<file path="src/rtl/hex_display.sv">
// -----------------------------------------------------------------------------
// hex_display
//   Round-robin binary-to-seven-segment converter. Each channel value is
//   snapshotted, converted to BCD by double dabble (one bit per cycle) and
//   encoded into active-low segment patterns for that channel's digits.
//   Values that do not fit in DIGITS decimal digits show a dash on every digit.
//
//   Optional feature macro: HEX_DISPLAY_LEADING_BLANK_EN
//     defined   -> leading zero digits (above the ones digit) are blanked
//     undefined -> every digit is shown, leading zeros included
//
// Ports
//   clk     system clock, rising edge
//   rst_n   asynchronous active-low reset
//   en      conversion enable (start / continue round-robin refresh)
//   in      CHANNELS packed unsigned values, DATA_WIDTH bits each
//   hex     active-low segments {g,f,e,d,c,b,a}, 7 bits per digit, ones first
//   update  one-cycle pulse after a channel's hex slice was rewritten
//   busy    high while the converter is not idle
// -----------------------------------------------------------------------------
module hex_display #(
    parameter int DATA_WIDTH = 6,
    parameter int DIGITS     = 2,
    parameter int CHANNELS   = 2
) (
    input  logic                            clk,
    input  logic                            rst_n,
    input  logic                            en,
    input  logic [CHANNELS*DATA_WIDTH-1:0]  in,
    output logic [CHANNELS*DIGITS*7-1:0]    hex,
    output logic                            update,
    output logic                            busy
);

    localparam int          BCD_W   = DIGITS * 4;
    localparam int          CH_W    = (CHANNELS > 1) ? $clog2(CHANNELS) : 1;
    localparam int          CNT_W   = $clog2(DATA_WIDTH + 1);
    localparam int unsigned MAX_VAL = (10 ** DIGITS) - 1;

    localparam logic [6:0] SEG_BLANK = 7'h7F;
    localparam logic [6:0] SEG_DASH  = 7'h3F;

    typedef enum logic [1:0] {
        IDLE  = 2'd0,
        LOAD  = 2'd1,
        SHIFT = 2'd2,
        WRITE = 2'd3
    } state_t;

    state_t                        state_r;
    state_t                        state_nxt_s;
    logic [CH_W-1:0]               ch_idx_r;
    logic [CNT_W-1:0]              cnt_r;
    logic [DATA_WIDTH-1:0]         bin_r;
    logic [BCD_W-1:0]              bcd_r;
    logic                          ovf_r;
    logic                          update_r;
    logic                          busy_r;
    logic [CHANNELS*DIGITS*7-1:0]  hex_r;

    logic [DATA_WIDTH-1:0]         ch_val_s [CHANNELS];
    logic [DATA_WIDTH-1:0]         sel_s;
    logic [BCD_W-1:0]              bcd_adj_s;
    logic [DIGITS*7-1:0]           enc_s;
    logic [3:0]                    dig_s;
`ifdef HEX_DISPLAY_LEADING_BLANK_EN
    logic                          lead_s;
`endif

    // Seven-segment pattern for one BCD digit; non-decimal codes show blank.
    function automatic logic [6:0] seg7(input logic [3:0] d);
        case (d)
            4'd0:    seg7 = 7'h40;
            4'd1:    seg7 = 7'h79;
            4'd2:    seg7 = 7'h24;
            4'd3:    seg7 = 7'h30;
            4'd4:    seg7 = 7'h19;
            4'd5:    seg7 = 7'h12;
            4'd6:    seg7 = 7'h02;
            4'd7:    seg7 = 7'h78;
            4'd8:    seg7 = 7'h00;
            4'd9:    seg7 = 7'h10;
            default: seg7 = SEG_BLANK;
        endcase
    endfunction

    // Double-dabble correction: add 3 to every BCD digit that is 5 or more.
    function automatic logic [BCD_W-1:0] dabble_adjust(input logic [BCD_W-1:0] b);
        logic [BCD_W-1:0] r;
        r = b;
        for (int i = 0; i < DIGITS; i++) begin
            if (b[i*4 +: 4] >= 4'd5) begin
                r[i*4 +: 4] = b[i*4 +: 4] + 4'd3;
            end else begin
                r[i*4 +: 4] = b[i*4 +: 4];
            end
        end
        return r;
    endfunction

    // Unpack the channel values so the active one can be selected by index.
    for (genvar g = 0; g < CHANNELS; g++) begin : g_unpack
        assign ch_val_s[g] = in[g*DATA_WIDTH +: DATA_WIDTH];
    end

    // Channel multiplexer and BCD correction for the current shift step.
    always_comb begin
        sel_s     = ch_val_s[ch_idx_r];
        bcd_adj_s = dabble_adjust(bcd_r);
    end

    // Next-state logic.
    always_comb begin
        state_nxt_s = state_r;
        case (state_r)
            IDLE: begin
                if (en) begin
                    state_nxt_s = LOAD;
                end else begin
                    state_nxt_s = IDLE;
                end
            end
            LOAD: state_nxt_s = SHIFT;
            SHIFT: begin
                if (cnt_r == CNT_W'(DATA_WIDTH - 1)) begin
                    state_nxt_s = WRITE;
                end else begin
                    state_nxt_s = SHIFT;
                end
            end
            WRITE: begin
                if (en) begin
                    state_nxt_s = LOAD;
                end else begin
                    state_nxt_s = IDLE;
                end
            end
            default: state_nxt_s = IDLE;
        endcase
    end

    // Encode the finished BCD result into the segment word for one channel.
    always_comb begin
        enc_s = {(DIGITS*7){1'b1}};
        dig_s = 4'd0;
`ifdef HEX_DISPLAY_LEADING_BLANK_EN
        lead_s = 1'b1;
`endif
        for (int d = DIGITS - 1; d >= 0; d--) begin
            dig_s = bcd_r[d*4 +: 4];
            if (ovf_r) begin
                enc_s[d*7 +: 7] = SEG_DASH;
`ifdef HEX_DISPLAY_LEADING_BLANK_EN
            end else if (lead_s && (d != 0) && (dig_s == 4'd0)) begin
                enc_s[d*7 +: 7] = SEG_BLANK;
            end else begin
                lead_s          = 1'b0;
                enc_s[d*7 +: 7] = seg7(dig_s);
            end
`else
            end else begin
                enc_s[d*7 +: 7] = seg7(dig_s);
            end
`endif
        end
    end

    // FSM, channel index, and the double-dabble datapath registers.
    always_ff @(posedge clk or negedge rst_n) begin
        if (!rst_n) begin
            state_r  <= IDLE;
            ch_idx_r <= '0;
            cnt_r    <= '0;
            bin_r    <= '0;
            bcd_r    <= '0;
            ovf_r    <= 1'b0;
            update_r <= 1'b0;
            busy_r   <= 1'b0;
        end else begin
            state_r  <= state_nxt_s;
            busy_r   <= (state_nxt_s != IDLE);
            update_r <= (state_r == WRITE);
            case (state_r)
                LOAD: begin
                    bin_r <= sel_s;
                    bcd_r <= '0;
                    cnt_r <= '0;
                    ovf_r <= (32'(sel_s) > MAX_VAL);
                end
                SHIFT: begin
                    // Shifting the corrected BCD together with the binary word;
                    // any carry out of the top digit only matters on overflow.
                    {bcd_r, bin_r} <= {bcd_adj_s, bin_r} << 1;
                    cnt_r          <= cnt_r + CNT_W'(1);
                end
                WRITE: begin
                    if (ch_idx_r == CH_W'(CHANNELS - 1)) begin
                        ch_idx_r <= '0;
                    end else begin
                        ch_idx_r <= ch_idx_r + CH_W'(1);
                    end
                end
                default: begin
                    cnt_r <= cnt_r;
                end
            endcase
        end
    end

    // Segment outputs: only the slice of the channel in WRITE is replaced.
    always_ff @(posedge clk or negedge rst_n) begin
        if (!rst_n) begin
            hex_r <= {(CHANNELS*DIGITS*7){1'b1}};
        end else begin
            for (int c = 0; c < CHANNELS; c++) begin
                if ((state_r == WRITE) && (ch_idx_r == CH_W'(c))) begin
                    hex_r[c*DIGITS*7 +: DIGITS*7] <= enc_s;
                end
            end
        end
    end

    assign hex    = hex_r;
    assign update = update_r;
    assign busy   = busy_r;

endmodule

</file>
<file path="config.mk">
export PLATFORM = sky130hd
export DESIGN_NAME = hex_display
export DESIGN_NICKNAME = d
export VERILOG_FILES = /design/src/rtl/hex_display.sv
export SDC_FILE = /design/constraint.sdc
export NUM_CORES = 1
export LEC_CHECK = 0
export CAP_MARGIN = 20
export CORE_ASPECT_RATIO = 1.4
export CORE_MARGIN = 2
export CORE_UTILIZATION = 45
export DETAILED_ROUTE_END_ITERATION = 7
export GPL_TIMING_DRIVEN = 0
export PLACE_DENSITY_LB_ADDON = 0.05
export SLEW_MARGIN = 0
export SYNTH_ARGS = -nofsm -noshare
export SYNTH_HDL_FRONTEND = slang
export SYNTH_SLANG_ARGS = --single-unit
</file>
<file path="constraint.sdc">
create_clock -name clk -period 1.8 [get_ports clk]
set_input_delay 0.54 -clock clk [delete_from_list [all_inputs] [get_ports clk]]
set_output_delay 0.54 -clock clk [all_outputs]
set_load 0.1 [all_outputs]
</file>
==> summary.md <==
| Metric | Value |
|---|---|
| DIE HEIGHT | `roughly 94 um` |
| # nets final | `340` |
| Num ports | `45` |
| Die width | `~68 um` |
| # fillers | `between 500 and 600` |
| H-tree levels | `2` |
| Worst Path Arrival | `1.18 ns` |
| Routability cong. | `0.802` |
| Final Setup Violations | `0` |
| Crit-path cells | `clkdlybuf4s15_2` |
| Gr ovfl total | `0` |
| Setup CP Type | `register to output port` |
| RSZ-0062 raised after global routing | `false` |
| Yosys warning total | `0` |
| Critical Path RT | `~1.3 ns` |
| Critical Path Sink Type | `output port` |
| Fmax | `just under 600 MHz` |
| Clk sinks | `50` |
| VDD IR max | `roughly 1000 uV` |
| Cell Pwr Density | `1910 mW/mm2` |
| Antenna Cells | `0` |
| Slew @ Worst Pin | `roughly 0.54 ns` |
| Syn nets | `approximately 290` |
| CTS Root Cell | `clkbuf_8` |
| Cts bufs inserted | `5` |
| Max-slew violation count | `0` |
| CTS tree | `done` |
| CTS Buffer Depth | `2` |
| Seq/Total Area, Yosys | `0.495` |
| Initial antenna violation count | `0` |
| DP HPWL | `around 3.9 mm` |
| Vias in the first global route | `1936` |
| Endpoints failing hold | `0` |
| Core Footprint | `around 0.0055 mm2` |
| DRT Pass-1 Iters | `5` |
| Post-DRT Antenna Nets | `0` |
| Slowest CP cell | `clkdlybuf4s15_2` |
| Initial detailed-routing violation count | `80` |
| CTS Hold Bufs | `0` |
| Startpoint Class | `register` |
| Clk_skew | `roughly 0.0045 ns` |
| Share of layout cells above drive strength 1 | `0.328` |
| Skew-Pair Late Insertion Delay | `roughly 0.3 ns` |
| Remaining DRCs | `0` |
| EDFF count, synth | `0` |
| Vias per std cell | `5.19` |
| Pleak | `about 1.4 nW` |
| Routed WL | `about 5.3 mm` |
| Worst Hold Class | `input port to asynchronous set/reset pin` |
| GRT Resource Usage Total | `0.185` |
| Routed len/inst | `between 10 and 15 um` |
| Die area | `0.00641 mm2` |
| Rel. slew slack | `0.641` |
| Setup TNS | `0 ns` |
| Critical path buffers and inverters | `1` |
| Initial core utilization | `0.470` |
| Crit path max fanout | `1` |
| Input/output buffers | `44` |
| Post-synth top flop | `dfstp_2` |
| Maxcap violations | `0` |
| Num rows | `32` |
| Outcome | `finished, final reports clean` |
| Fin crit share | `0.953` |
| Worst-path clk slew | `0.09 ns` |
| Async S/R FF share, synth | `1.00` |
| Min Hold Slack | `roughly 0.13 ns` |
| FF+latch count, synth | `50` |
| Post-Syn Area | `about 0.0026 mm2` |
| Via count | `1968` |
| Setup bufs post-CTS | `0` |
| Largest net degree at the start of global routing | `39` |
| First-pass GRT wire length | `9.00 mm` |
| Syn Inst Count | `258` |
| Syn-to-layout area delta | `23.3%` |
| Largest stage delay on the critical path | `0.55 ns` |
| Final min period | `1.72 ns` |
| Mapped Avg Cell Area | `about 10 um2` |
| Cell family with the largest share of critical-path delay | `buffers and inverters` |
| Library cells used by synthesis | `39` |
per-layer routing:
layer	wire, um	up-vias	track usage	share of wire
met2	2810	42	0.329	0.53
met3	180	6	0.0252	0.034
met4	57	0	0.0550	0.011
li1	-	983	-	-
met5	0	-	0	0
met1	2260	937	0.224	0.43
repair_timing:
action,CTS,global route
cloned,0,0
pin swaps,0,0
setup endpoints to repair,30,5
gates resized for setup,169,5
path summary, 6_finish.rpt:
path,to,slack (ns),depth (start not counted),start
min in group clk,hex[23],0.47,2,hex[23]
max in group asynchronous,hex[12],1.10,2,rst_n
hold / removal,update,0.13,1,rst_n
hold reg to reg,hex[23],0.47,2,hex[23]
setup reg to reg,bcd_r[2],0.12,6,bcd_r[1]
setup / recovery,update,0.08,1,update
cell usage after synthesis, types with 2 or more instances:
master / number / share of area
xnor2_1: 4 / 0.013
inv_2: 3 / 0.0043
a21oi_1: 8 / 0.015
nor2_1: 11 / 0.016
nand2b_1: 7 / 0.017
o21ai_0: 28 / 0.054
mux2i_1: 7 / 0.027
o211ai_1: 2 / 0.0058
o21ai_2: 4 / 0.013
a32o_1: 2 / 0.0077
a21oi_2: 4 / 0.013
a21o_1: 2 / 0.0058
buf_4: 2 / 0.0058
o22ai_1: 2 / 0.0048
a22o_1: 5 / 0.017
o31ai_1: 5 / 0.014
dfstp_2: 28 / 0.28
ha_1: 15 / 0.072
nand2_1: 48 / 0.069
buf_6: 7 / 0.030
buf_2: 6 / 0.012
o21ai_1: 10 / 0.019
a31o_2: 2 / 0.0067
dfrtp_1: 22 / 0.21
inv_1: 10 / 0.014
area by class of cell:
type	count	area, um2	share of cell area
Clock buffer	8	133	0.0414
Tap cell	68	85.1	0.0266
Inverter	13	48.8	0.0152
Sequential cell	50	1290	0.401
Buffer	15	124	0.0387
Multi-Input combinational cell	180	1140	0.356
Timing Repair Buffer	45	388	0.121
per-stage QoR:
stage	total power, mW	instance area (um2)	setup WS, ns	std cells	utilization
after global routing	6.50	3200	0.0292	379	0.580
after global placement	5.33	3120	-1.23	370	0.565
after CTS	6.17	3190	0.000390	379	0.578
final	6.12	3200	0.0850	379	0.580
after detailed placement	5.39	3140	-0.390	371	0.568
after floorplan	4.59	2600	0.328	258	-
cell usage in the layout (no fill, tap or decap), types with 3 or more instances in the layout:
cell type        count
inv_1               10
buf_4               25
ha_1                15
clkdlybuf4s50_1     13
o21ai_2              4
o31ai_1              5
dfstp_2             28
nor2_1              11
xnor2_1              4
a21oi_1              8
mux2i_1              7
a22o_1               5
o21ai_1             10
buf_6                7
o21ai_0             28
buf_2                7
clkbuf_8             6
clkbuf_4             5
inv_2                3
nand2b_1             7
a21oi_2              4
nand2_1             48
dfrtp_1             22
registers in the layout (all words and copies together), names as in the netlist:
name and flops:
bcd_r 8, bin_r 6, busy 1, ch_idx_r 1, cnt_r 3, hex 28
state_r 2, update 1
kinds of logic (layout without fill, tap and decap cells):
group	Yosys count	count (layout)	share of synthesized area
AOI/OAI and AO/OA	78	78	0.192
xor gates and xnor gates	5	5	0.0169
adders and majority gates	15	15	0.0722
buffers and inverters	28	81	0.0664
DFF	50	50	0.495
muxes	9	9	0.0371
and+or+nand+nor	73	73	0.121
where the power goes:
group	leakage (nW)	internal (mW)	switching [mW]
sequential	0.578	1.60	0.202
combinational	0.790	0.932	2.53
clock	0.0678	0.481	0.372
total	1.44	3.01	3.11
No activity file was read; power rests on OpenSTA's default activity.
